File: config.mk
export PLATFORM = sky130hd
export DESIGN_NAME = dmem_lsu
export DESIGN_NICKNAME = d
export VERILOG_FILES = /design/src/rtl/dmem_lsu.sv
export SDC_FILE = /design/constraint.sdc
export NUM_CORES = 1
export LEC_CHECK = 0
export BUFFER_PORTS_ARGS = -buffer_cell sky130_fd_sc_hd__buf_2
export CAP_MARGIN = 20
export CORE_MARGIN = 4
export CORE_UTILIZATION = 40
export DETAILED_ROUTE_END_ITERATION = 8
export GPL_TIMING_DRIVEN = 0
export HOLD_SLACK_MARGIN = 0.06
export PLACE_DENSITY_LB_ADDON = 0.25
export SYNTH_ARGS = -nofsm -noshare
export SYNTH_HDL_FRONTEND = slang
export SYNTH_SLANG_ARGS = --single-unit
export TNS_END_PERCENT = 100
File: constraint.sdc
create_clock -name CLK -period 8.8 [get_ports CLK]
set_input_delay 1.32 -clock CLK [delete_from_list [all_inputs] [get_ports CLK]]
set_output_delay 1.32 -clock CLK [all_outputs]
set_load 0.01 [all_outputs]
File: src/rtl/dmem_lsu.sv
// dmem_lsu: byte-addressed load/store unit in front of a word-wide data memory.
// Ports: REQ_* from execute (valid/ready), RSP_* to writeback, DMEM_* to the memory.
module dmem_lsu #(
  parameter int          ADDR_DEPTH = 14,
  parameter logic [31:0] DATA_BASE  = 32'h0000_0000,
  parameter int          DATA_WIDTH = 32
) (
  input  logic                  CLK,
  input  logic                  RST,
  input  logic                  REQ_VALID,
  output logic                  REQ_READY,
  input  logic                  REQ_STORE,
  input  logic [2:0]            REQ_FUNCT3,
  input  logic [31:0]           REQ_ADDR,
  input  logic [DATA_WIDTH-1:0] REQ_WDATA,
  output logic                  RSP_VALID,
  input  logic                  RSP_READY,
  output logic [DATA_WIDTH-1:0] RSP_RDATA,
  output logic                  RSP_FAULT,
  output logic                  DMEM_RDEN,
  output logic                  DMEM_WEN,
  output logic [ADDR_DEPTH-1:0] DMEM_ADDR,
  output logic [1:0]            DMEM_BYTE_SEL,
  output logic                  DMEM_SIGN,
  output logic [DATA_WIDTH-1:0] DMEM_DATA_IN,
  input  logic [DATA_WIDTH-1:0] DMEM_DATA_OUT
);

  typedef enum logic [2:0] {
    S_IDLE, S_READ, S_CAPTURE, S_WRITE, S_RESP
  } state_t;

  state_t state_q, state_d;

  logic                  st_q;
  logic [2:0]            f3_q;
  logic [ADDR_DEPTH+1:0] off_q;
  logic [15:0]           wdata_q;
  logic [31:0]           rdata_q;
  logic [31:0]           din_q;
  logic                  fault_q;

  logic        accept;
  logic [31:0] off_in;
  logic        f3_bad;
  logic        misal;
  logic        out_rng;
  logic        fault_in;
  logic        is_sw;

  assign REQ_READY = (state_q == S_IDLE) & ~RST;
  assign accept    = REQ_VALID & REQ_READY;
  assign off_in    = REQ_ADDR - DATA_BASE;

  assign f3_bad  = (REQ_FUNCT3 == 3'b011)
                 | (REQ_FUNCT3[2:1] == 2'b11)
                 | (REQ_STORE & REQ_FUNCT3[2]);
  assign misal   = ((REQ_FUNCT3[1:0] == 2'b01) & off_in[0])
                 | ((REQ_FUNCT3[1:0] == 2'b10) & (off_in[1:0] != 2'b00));
  assign out_rng = (REQ_ADDR < DATA_BASE)
                 | ((off_in >> (ADDR_DEPTH + 2)) != 32'd0);
  assign fault_in = f3_bad | misal | out_rng;
  assign is_sw    = REQ_STORE & (REQ_FUNCT3 == 3'b010);

  // Strobes come straight from the state register.
  assign DMEM_RDEN     = (state_q == S_READ);
  assign DMEM_WEN      = (state_q == S_WRITE);
  assign RSP_VALID     = (state_q == S_RESP);
  assign DMEM_ADDR     = off_q[ADDR_DEPTH+1:2];
  assign DMEM_BYTE_SEL = 2'b10;
  assign DMEM_SIGN     = 1'b0;
  assign DMEM_DATA_IN  = din_q;
  assign RSP_RDATA     = rdata_q;
  assign RSP_FAULT     = fault_q;

  always_comb begin
    state_d = state_q;
    case (state_q)
      S_IDLE: begin
        if (accept) begin
          if (fault_in)   state_d = S_RESP;
          else if (is_sw) state_d = S_WRITE;
          else            state_d = S_READ;
        end
      end
      S_READ:    state_d = S_CAPTURE;
      S_CAPTURE: state_d = st_q ? S_WRITE : S_RESP;
      S_WRITE:   state_d = S_RESP;
      S_RESP:    if (RSP_READY) state_d = S_IDLE;
      default:   state_d = S_IDLE;
    endcase
  end

  logic [4:0]  sh;
  logic [31:0] sh_word;
  logic [7:0]  ld_b;
  logic [15:0] ld_h;
  logic [31:0] ld_val;
  logic [31:0] st_val;

  assign sh      = {off_q[1:0], 3'b000};
  assign sh_word = DMEM_DATA_OUT >> sh;
  assign ld_b    = sh_word[7:0];
  assign ld_h    = off_q[1] ? DMEM_DATA_OUT[31:16]
                            : DMEM_DATA_OUT[15:0];

  always_comb begin
    ld_val = DMEM_DATA_OUT;
    case (f3_q)
      3'b000:  ld_val = {{24{ld_b[7]}}, ld_b};
      3'b001:  ld_val = {{16{ld_h[15]}}, ld_h};
      3'b100:  ld_val = {24'd0, ld_b};
      3'b101:  ld_val = {16'd0, ld_h};
      default: ld_val = DMEM_DATA_OUT;
    endcase
  end

  always_comb begin
    st_val = DMEM_DATA_OUT;
    if (f3_q[1:0] == 2'b00) begin
      st_val = (DMEM_DATA_OUT & ~(32'h0000_00FF << sh))
             | ({24'd0, wdata_q[7:0]} << sh);
    end else if (off_q[1]) begin
      st_val = {wdata_q, DMEM_DATA_OUT[15:0]};
    end else begin
      st_val = {DMEM_DATA_OUT[31:16], wdata_q};
    end
  end

  always_ff @(posedge CLK or posedge RST) begin
    if (RST) begin
      state_q <= S_IDLE;
      st_q    <= 1'b0;
      f3_q    <= 3'd0;
      off_q   <= '0;
      wdata_q <= 16'd0;
      rdata_q <= 32'd0;
      din_q   <= 32'd0;
      fault_q <= 1'b0;
    end else begin
      state_q <= state_d;
      if (accept) begin
        st_q    <= REQ_STORE;
        f3_q    <= REQ_FUNCT3;
        off_q   <= off_in[ADDR_DEPTH+1:0];
        wdata_q <= REQ_WDATA[15:0];
        rdata_q <= 32'd0;
        fault_q <= fault_in;
        if (is_sw && !fault_in) din_q <= REQ_WDATA;
      end
      if (state_q == S_CAPTURE) begin
        if (st_q) din_q <= st_val;
        else      rdata_q <= ld_val;
      end
    end
  end

endmodule

==> results of run 1 <==
## registers in the layout (all words and copies together) (netlist names)
name and cells:
state_q 3, RSP_FAULT 1, f3_q 3, off_q 16, RSP_RDATA 32, wdata_q 16, st_q 1, DMEM_DATA_IN 32
## per-stage QoR
step	instances	hold slack, ns	instance area, um^2	power [mW]	util (%)
3_5_place_dp	940	0.4605	6531	0.8445	50.72
3_3_place_gp	939	0.4557	6501	0.8351	50.49
6_report	956	0.4715	6830	1.247	53.05
5_1_grt	956	0.4910	6830	1.312	53.05
2_1_floorplan	581	0.4460	5355	0.7387	-
4_1_cts	956	0.4752	6830	1.254	53.05
## cell type report
cell class | instances | area (um^2)
inverters | 14 | 55.05
well taps | 172 | 215.2
repair buffers | 187 | 958.4
multi-input cells | 403 | 2385
clock inverters | 5 | 56.30
plain buffers | 60 | 315.3
flip-flops and latches | 104 | 2603
fillers | 1229 | 6046
clock buffers | 11 | 242.7
## cells in the mapped netlist, types with 7 or more instances
cell | number | area share [%]
nand2b_1 | 11 | 1.3
mux2_2 | 7 | 1.5
o21ai_0 | 28 | 2.6
nor2_1 | 38 | 2.7
a211o_1 | 13 | 2.1
a21oi_1 | 10 | 0.94
nand2_1 | 141 | 9.9
nor3_1 | 9 | 0.84
dfrtp_1 | 104 | 49
inv_1 | 14 | 0.98
a21o_1 | 8 | 1.1
a221oi_1 | 10 | 1.6
a221o_1 | 32 | 6.0
o22ai_1 | 8 | 0.94
buf_4 | 18 | 2.5
mux2i_1 | 17 | 3.2
clkbuf_1 | 31 | 2.2
nand3_1 | 14 | 1.3
## worst min path at each step
stage / start / end / slack, ns / cells after the start
final: RSP_RDATA[8] / RSP_RDATA[8] / 0.47 / 1
after global placement: RSP_RDATA[10] / RSP_RDATA[10] / 0.46 / 1
after CTS: RSP_RDATA[8] / RSP_RDATA[8] / 0.48 / 1
after floorplan: wdata_q[10] / wdata_q[10] / 0.45 / 2
after detailed placement: RSP_RDATA[8] / RSP_RDATA[8] / 0.46 / 1
after global routing: RSP_RDATA[8] / RSP_RDATA[8] / 0.49 / 1
## metal layers
metal | share of wire [%] | wire, um | track usage, %
met4 | 2.4 | 434 | 8.512
met5 | 0 | 0 | 0
met3 | 9.3 | 1671 | 6.585
met2 | 46 | 8238 | 37.07
met1 | 42 | 7618 | 32.01
## where the power goes
part	switching (mW)	leakage (nW)	internal (mW)	total [mW]
clock	0.179	0.145	0.228	0.407
sequential	0.0333	1.31	0.517	0.550
combinational	0.169	2.15	0.121	0.290
total	0.382	3.60	0.865	1.25
## cells by family (layout without fill, tap and decap cells)
logic type / Yosys count / after routing / share of synthesized area (%)
other cells: 2 / 3 / 0.1403
mux: 25 / 25 / 5.074
compound gates: 130 / 130 / 18.85
buf+inv: 74 / 277 / 6.874
flops: 104 / 104 / 48.63
simple gates: 245 / 245 / 20.44
==> run metrics, run 1 <==
slowest CP cell nor4_4; final hold violations 0; PortBufs between 150 and 200; endpoints failing setup 0; first-pass GRT wire length 27.48 mm; drt first pass iters 5; Post-CTS Setup Inserts 0; starting density of the core 41.56%; largest net degree at the start of global routing 66; number of flops mapped to enable cells by yosys 0; dpl hpwl about 14 mm; crit path buf inv count 2; Critical Path Max Stage Delay 0.18 ns; CTS root buf clkbuf_16; crit path DAT between 1.5 and 2 ns; ys flop type dfrtp_1; clock skew 0.006860 ns; crit path cell chain buf_2 -> nor4_4 -> buf_2; transition time of the tightest slew-check pin around 1 ns; cell mode on critical path buf_2; Synth Warn # 0; Slew HR 32.62%; Pwr Density 182.6 nW/um^2; vias approximately 5200; Reg2Reg Launch Point off_q[1]; Tmin final 3.135 ns; vias in the first global route 5025; CP Capture Point REQ_READY; status complete, no violations; synthesized area approximately 5400 um^2; layout cells sized above 1 between 30% and 40%; wire per inst 18.79 um; commonest non-fill, non-tap cell in the layout buf_2; synth unique cells 49; Worst Hold Class register to register; Crit. End Element output pin; initial antenna violation count 0; antenna-violating nets left 0; Setup crit start kind input pin; clk sinks 104; vias per cell 5.453; Avg Cell Area, Syn 9.227 um^2; Worst path depth 3; DIE AREA 15290 um^2; register area share after synthesis 48.63%; DR iter-0 viols 443; GRT overflow 0; unrepaired setup endpoints after global routing no; crit path from RST; # H-tree levels 3; asr flop ratio synth 100.0%; IO Pins 190; post-place setup slack about 5.6 ns; die height around 120 um; FF-to-FF End DMEM_DATA_IN[3]; Setup TNS Final 0 ns; drt drc 0; Post-CTS Hold Fix Bufs 0; Die Wd 123.7 um; R2R cell count 6; Critical Path Fanout Max 3; Peak Freq around 0.32 GHz; Nets 883; setup slack after layout 5.665 ns; diode count 0; Placer Congestion 0.9370; Slew Viols, Final 0; Max Buffers Root-to-Sink 2; max cap viols 0; Crit Path Category input pin to output pin; register bit count reported by yosys between 100 and 150; area of the core around 13000 um^2; Layout area overhead 27.64%; TritonCTS clock tree done; Req. time, crit path 7.48 ns; worst skew pair latency 0.36 ns; most frequent cells in the layout 192 x buf_2, 141 x nand2_1, 104 x dfrtp_1, 38 x nor2_1; clock slew at reported path FFs 0.06 ns; Final period util 35.63%; Leak Pwr approximately 3.6 nW; row count 41; cts bufs inserted 9; Peak VDD IR 106.8 uV; cell family with most CP delay buffers and inverters; Tot GR Track Use 23.86%; post-cts sizing count 0; Mapped Cells 580; worst reg2reg setup slack 6.44 ns; Post-Route WL 17.96 mm
No activity file was read; power rests on OpenSTA's default activity.
==> inputs of run 2 (changes only) <==
clock period = 3.2 ns   (was 8.8 ns; I/O delays follow)
==> run 2 against run 1 <==
Utilization grew 0.48 points. Worst hold slack lost 0.19 ns. Count of clock-buffer cells in the layout shrank 1. Die area is the same. Setup slack lost 5.0 ns. Routed wire length grew 1.6%. Critical path depth grew 4. Flip-flop and latch count is the same. Power grew to 2.9 times the previous value. Cell area grew 0.90%. Non-clock buffer count grew 1. Critical endpoint is now RSP_RDATA[30]. Highest routed layer unchanged.
==> run metrics, run 2 (synthesis results as in run 1) <==
Post-CTS Hold Fix Bufs 0 (unchanged); commonest non-fill, non-tap cell in the layout buf_2 (unchanged); clock skew 0.007292 ns (was 0.006860 ns); vias 5199 (was 5213); CTS root buf clkbuf_16 (unchanged); wire per inst 19.07 um (was 18.79 um); worst skew pair latency 0.35 ns (was 0.36 ns); # H-tree levels 3 (unchanged); FF-to-FF End RSP_RDATA[30] (was DMEM_DATA_IN[3]); status complete, no violations (unchanged); die height 123.7 um (unchanged); Die Wd 123.7 um (unchanged); endpoints failing setup 0 (unchanged); Pwr Density 522.5 nW/um^2 (was 182.6 nW/um^2); Max Buffers Root-to-Sink 2 (unchanged); row count 41 (unchanged); clock slew at reported path FFs 0.07 ns (was 0.06 ns); DIE AREA 15290 um^2 (unchanged); Tot GR Track Use 23.98% (was 23.86%); Leak Pwr 3.617 nW (was 3.600 nW); Reg2Reg Launch Point state_q[0] (was off_q[1]); Req. time, crit path 3.43 ns (was 7.48 ns); Crit. End Element register (was output pin); vias per cell 5.433 (was 5.453); Setup crit start kind register (was input pin); PortBufs 186 (unchanged); max cap viols 0 (unchanged); Nets 884 (was 883); Post-Route WL 18.25 mm (was 17.96 mm); FF/Latch Area 2603 um^2 (unchanged); Peak VDD IR 252.6 uV (was 106.8 uV); first-pass GRT wire length 27.98 mm (was 27.48 mm); fillers 1241 (was 1229); dpl hpwl 14.32 mm (was 13.98 mm); layout cells sized above 1 31.38% (was 31.25%); cts bufs inserted 9 (unchanged); Tmin final 2.487 ns; DR iter-0 viols 412 (was 443); Setup TNS Final 0 ns (unchanged); unrepaired setup endpoints after global routing no (unchanged); post-cts sizing count 0 (unchanged); CP Capture Point RSP_RDATA[30] (was REQ_READY); starting density of the core 41.56% (unchanged); clk sinks 104 (unchanged); Slew Viols, Final 0 (unchanged); drt drc 0 (unchanged); Slew HR 35.46% (was 32.62%); Final Cell Area 6892 um^2 (was 6830 um^2); Final period util 77.71%; Peak Freq 0.4021 GHz; Critical Path Fanout Max 10 (was 3); area of the multi-input gates 2385 um^2 (unchanged); vias in the first global route 5120 (was 5025); GRT overflow 0 (unchanged); R2R cell count 7 (was 6); drt first pass iters 5 (unchanged); largest net degree at the start of global routing 45 (was 66); crit path from state_q[0] (was RST); Placer Congestion 0.8618 (was 0.9370); worst reg2reg setup slack 0.71 ns (was 6.44 ns); Post-CTS Setup Inserts 0 (unchanged); crit path DAT 2.72 ns (was 1.82 ns); antenna-violating nets left 0 (unchanged); area of the core 12880 um^2 (unchanged); Crit Path Category register to register (was input pin to output pin); Layout area overhead 28.78% (was 27.64%); most frequent cells in the layout 192 x buf_2, 141 x nand2_1, 104 x dfrtp_1, 38 x nor2_1, 32 x a221o_1 (was 192 x buf_2, 141 x nand2_1, 104 x dfrtp_1, 38 x nor2_1); placed cell area 6545 um^2 (was 6531 um^2); initial antenna violation count 1 (was 0); power consumption 3.601 mW (was 1.247 mW); Finished Core Util 53.52% (was 53.05%); transition time of the tightest slew-check pin 0.9681 ns (was 1.011 ns); TritonCTS clock tree done (unchanged); final hold violations 0 (unchanged); IO Pins 190 (unchanged); Worst Hold Class input pin to async pin (was register to register)
## run 2: cell types whose count changed in the layout (fill, tap and decap cells not counted), moves of 2 or more
cell / change
buf_12: +2
clkinv_2: -2
bufinv_16: +2
clkinvlp_4: +2
## run 2: how the worst min path moves through the flow
stage / slack, ns / cells past startpoint / end
6_report: 0.28 / 2 / RSP_RDATA[14]
5_1_grt: 0.33 / 2 / RSP_RDATA[12]
4_1_cts: 0.30 / 2 / RSP_RDATA[12]
3_5_place_dp: 0.46 / 2 / RSP_RDATA[7]
3_3_place_gp: 0.46 / 2 / off_q[7]
2_1_floorplan: 0.45 / 2 / wdata_q[10]
## run 2: area by class of cell
type | count | area share [%]
diodes | 1 | 0.03631
well taps | 172 | 3.123
clock buffers | 10 | 3.468
multi-input cells | 403 | 34.60
plain buffers | 60 | 4.575
flip-flops and latches | 104 | 37.76
clock inverters | 5 | 1.525
repair buffers | 188 | 14.09
inverters | 14 | 0.8170
## run 2: metal layers
| layer | track usage [%] | part of all wire [%] | wire, um | up-vias |
|---|---|---|---|---|
| li1 | - | - | - | 2429 |
| met1 | 34.07 | 45 | 8207 | 2517 |
| met2 | 36.40 | 44 | 8075 | 220 |
| met3 | 4.133 | 8.2 | 1501 | 33 |
| met4 | 9.689 | 2.6 | 466 | 0 |
| met5 | 0 | 0 | 0 | - |
## run 2: power breakdown
group | internal [mW] | switching [mW]
logic | 0.333 | 0.475
registers | 1.42 | 0.0888
clock network | 0.782 | 0.501
total | 2.54 | 1.06
## run 2: through the flow
| stage | setup slack (ns) | cells | hold WS (ns) |
|---|---|---|---|
| finish | 0.7132 | 957 | 0.2822 |
| global route | 0.6347 | 957 | 0.3265 |
| CTS | 0.7462 | 956 | 0.2962 |
| detailed placement | 0.7646 | 941 | 0.4603 |
| global placement | 0.7174 | 939 | 0.4589 |
| floorplan | 1.144 | 581 | 0.4460 |
## run 2: critical path, stage by stage, from the launching register on
cell and delay, ns:
dfrtp_1 0.35, buf_2 0.17, nor4_4 0.33, and2_1 0.16
clkbuf_1 0.44, nor2_1 0.27, clkbuf_1 0.29, a221o_1 0.35
==> inputs of run 3 (changes only) <==
ABC_AREA = 1   (was not set)
clock period = 2.5 ns   (was 3.2 ns; I/O delays follow)
==> run 3 against run 2 <==
Register-to-register slack lost 0.25 ns. Final cell count is 39% higher. First-iteration DRC count increased by 39%. Via count grew 34%. Critical path type unchanged. Critical endpoint is now DMEM_DATA_IN[1].
==> run metrics, run 3 <==
status complete, no violations (unchanged); antenna-violating nets left 0 (unchanged); PortBufs 186 (unchanged); cell family with most CP delay buffers and inverters (unchanged); Synth Warn # 0 (unchanged); slowest CP cell dfrtp_1 (was clkbuf_1); Post-CTS Hold Fix Bufs 0 (unchanged); cts bufs inserted 9 (unchanged); number of flops mapped to enable cells by yosys 0 (unchanged); Layout area overhead 24.31% (was 28.78%); Req. time, crit path 2.79 ns (was 3.43 ns); commonest non-fill, non-tap cell in the layout nand2_1 (was buf_2); Reg2Reg Launch Point f3_q[1] (was state_q[0]); clk sinks 104 (unchanged); Nets 1223 (was 884); Placer Congestion 0.9543 (was 0.8618); synth unique cells 32 (was 49); die height 134.4 um (was 123.7 um); Peak Freq 0.4902 GHz (was 0.4021 GHz); area of the core 15430 um^2 (was 12880 um^2); wire per inst 17.50 um (was 19.07 um); Leak Pwr 4.430 nW (was 3.617 nW); top cells by area, synth dfrtp_1 41%, nand2_1 14%, o21ai_0 9.7% (was dfrtp_1 49%, nand2_1 9.9%, a221o_1 6.0%); Psw 3.164 mW (was 1.065 mW); sequential share of power 33.4% (was 41.9%); share of the synthesized area in the top cell type 40.72% (was 48.63%); switching share of power 45.07% (was 29.57%); Setup TNS Final 0 ns (unchanged); initial antenna violation count 0 (was 1); Critical Path Max Stage Delay 0.36 ns (was 0.44 ns); synthesized area 6391 um^2 (was 5351 um^2); Max Buffers Root-to-Sink 2 (unchanged); starting density of the core 41.43% (was 41.56%); register bit count reported by yosys 104 (unchanged); transition time of the tightest slew-check pin 0.6659 ns (was 0.9681 ns); IO Pins 190 (unchanged); vias in the first global route 6522 (was 5120); most frequent cells in the layout 238 x nand2_1, 219 x buf_2, 124 x o21ai_0, 104 x dfrtp_1, 102 x inv_1 (was 192 x buf_2, 141 x nand2_1, 104 x dfrtp_1, 38 x nor2_1, 32 x a221o_1); Critical Path Fanout Max 10 (unchanged); Slew HR 55.27% (was 35.46%); Yosys top cell by area dfrtp_1 (unchanged); asr flop ratio synth 100.0% (unchanged); drt first pass iters 5 (unchanged); max cap viols 0 (unchanged); vias per cell 5.237 (was 5.433); Crit. End Element register (unchanged); vias 6992 (was 5199); clock slew at reported path FFs 0.08 ns (was 0.07 ns); layout cells sized above 1 24.91% (was 31.38%); CTS root buf clkbuf_16 (unchanged); list of most frequent post-synthesis cells 238 x nand2_1, 124 x o21ai_0, 104 x dfrtp_1 (was 141 x nand2_1, 104 x dfrtp_1, 38 x nor2_1); crit path buf inv count 4 (was 3); DIE AREA 18060 um^2 (was 15290 um^2); GRT overflow 0 (unchanged); Post-Route WL 23.36 mm (was 18.25 mm); clock network fraction of total power 21.4% (was 35.6%); Final Cell Area 7945 um^2 (was 6892 um^2); diode count 0 (was 1); crit path DAT 2.33 ns (was 2.72 ns); ys flop type dfrtp_1 (unchanged); Post-CTS Setup Inserts 0 (unchanged); Comb pwr share 45.3% (was 22.4%); final hold violations 0 (unchanged); Setup crit start kind register (unchanged); DR iter-0 viols 573 (was 412); worst reg2reg setup slack 0.46 ns (was 0.71 ns); # H-tree levels 3 (unchanged); Tot GR Track Use 25.46% (was 23.98%); endpoints failing setup 0 (unchanged); register area share after synthesis 40.72% (was 48.63%); dpl hpwl 18.09 mm (was 14.32 mm); Avg Cell Area, Syn 6.954 um^2 (was 9.227 um^2); Pwr Density 883.5 nW/um^2 (was 522.5 nW/um^2); Crit Path Category register to register (unchanged); Tmin final 2.040 ns (was 2.487 ns); Peak VDD IR 444.2 uV (was 252.6 uV); Worst Hold Class input pin to async pin (unchanged); row count 45 (was 41); Mapped Cells 919 (was 580); placed cell area 7634 um^2 (was 6545 um^2); cell-internal power 3.856 mW (was 2.536 mW); post-cts sizing count 0 (unchanged); first-pass GRT wire length 35.65 mm (was 27.98 mm); Die Wd 134.4 um (was 123.7 um); drt drc 0 (unchanged); crit path from f3_q[1] (was state_q[0]); crit path cell chain buf_2 -> inv_2 -> nand2_1 -> inv_2 -> buf_2 -> o21ai_0 -> o21ai_0 -> nor2_1 -> a21oi_1 (was buf_2 -> nor4_4 -> and2_1 -> clkbuf_1 -> nor2_1 -> clkbuf_1 -> a221o_1); top-count cell post-synth nand2_1 (unchanged); worst skew pair latency 0.37 ns (was 0.35 ns); Slew Viols, Final 0 (unchanged); Final period util 81.60% (was 77.71%); clock skew 0.008073 ns (was 0.007292 ns); largest net degree at the start of global routing 42 (was 45); unrepaired setup endpoints after global routing no (unchanged); TritonCTS clock tree done (unchanged)
run 3: changes by cell type in the layout (fill, tap and decap cells not counted), sizes merged, moves of 12 or more:
| cell | change |
|---|---|
| nand3 | +38 |
| o221ai | +12 |
| o21ai | +112 |
| inv | +101 |
| nand2 | +100 |
| a21oi | +44 |
| mux2i | -14 |
| nand4 | +32 |
| a211o | -13 |
| a221o | -32 |
| nor2 | +27 |
| buf | +27 |
run 3: power by group through the flow:
stage	sequential, mW	combinational (mW)	clock (mW)
floorplan	2.22	2.15	0
global placement	2.36	3.10	0
detailed placement	2.35	3.12	0
CTS	2.32	3.13	1.53
global route	2.38	3.54	1.58
finish	2.34	3.18	1.50
run 3: cell families after synthesis:
family	after synthesis	share of synthesized area, %
mux	3	0.4699
compound gates	224	18.87
simple gates	397	26.90
flops	104	40.72
buf+inv	189	12.92
other cells	2	0.1175
run 3: final cells by class:
cell class	instances	area, um^2
sequential	104	2603
timing repair buffer	188	970.9
tap	211	264.0
clock buffer	9	225.2
inverter	112	424.2
fill	1615	7482
clock inverter	7	86.33
buffer	77	405.4
multi-input combinational	627	2967
run 3: worst paths after layout:
check,to,cells past startpoint
max,DMEM_DATA_IN[1],9
min,off_q[7],2
max reg2reg,DMEM_DATA_IN[1],9
min reg2reg,off_q[4],2
max in group asynchronous,wdata_q[7],3
min in group CLK,off_q[4],3
run 3: routing by layer:
layer	track usage (%)	up-vias	wire, um
met2	40.22	310	10500
met3	4.951	49	1851
met5	0	-	0
met4	9.163	0	765
met1	34.90	3249	10240
li1	-	3384	-
run 3: stage by stage:
step                      std cells  setup WS [ns]  utilization, %  hold WS [ns]  total power, mW
after floorplan                 920         0.8794               -        0.4500            4.369
after global placement         1317        0.08608           49.22        0.4630            5.454
after detailed placement       1319         0.4446           49.48        0.4663            5.471
after CTS                      1335         0.4858           51.50        0.1090            6.981
after global routing           1335         0.3256           51.50        0.1398            7.494
final                          1335         0.4600           51.50        0.1016            7.020
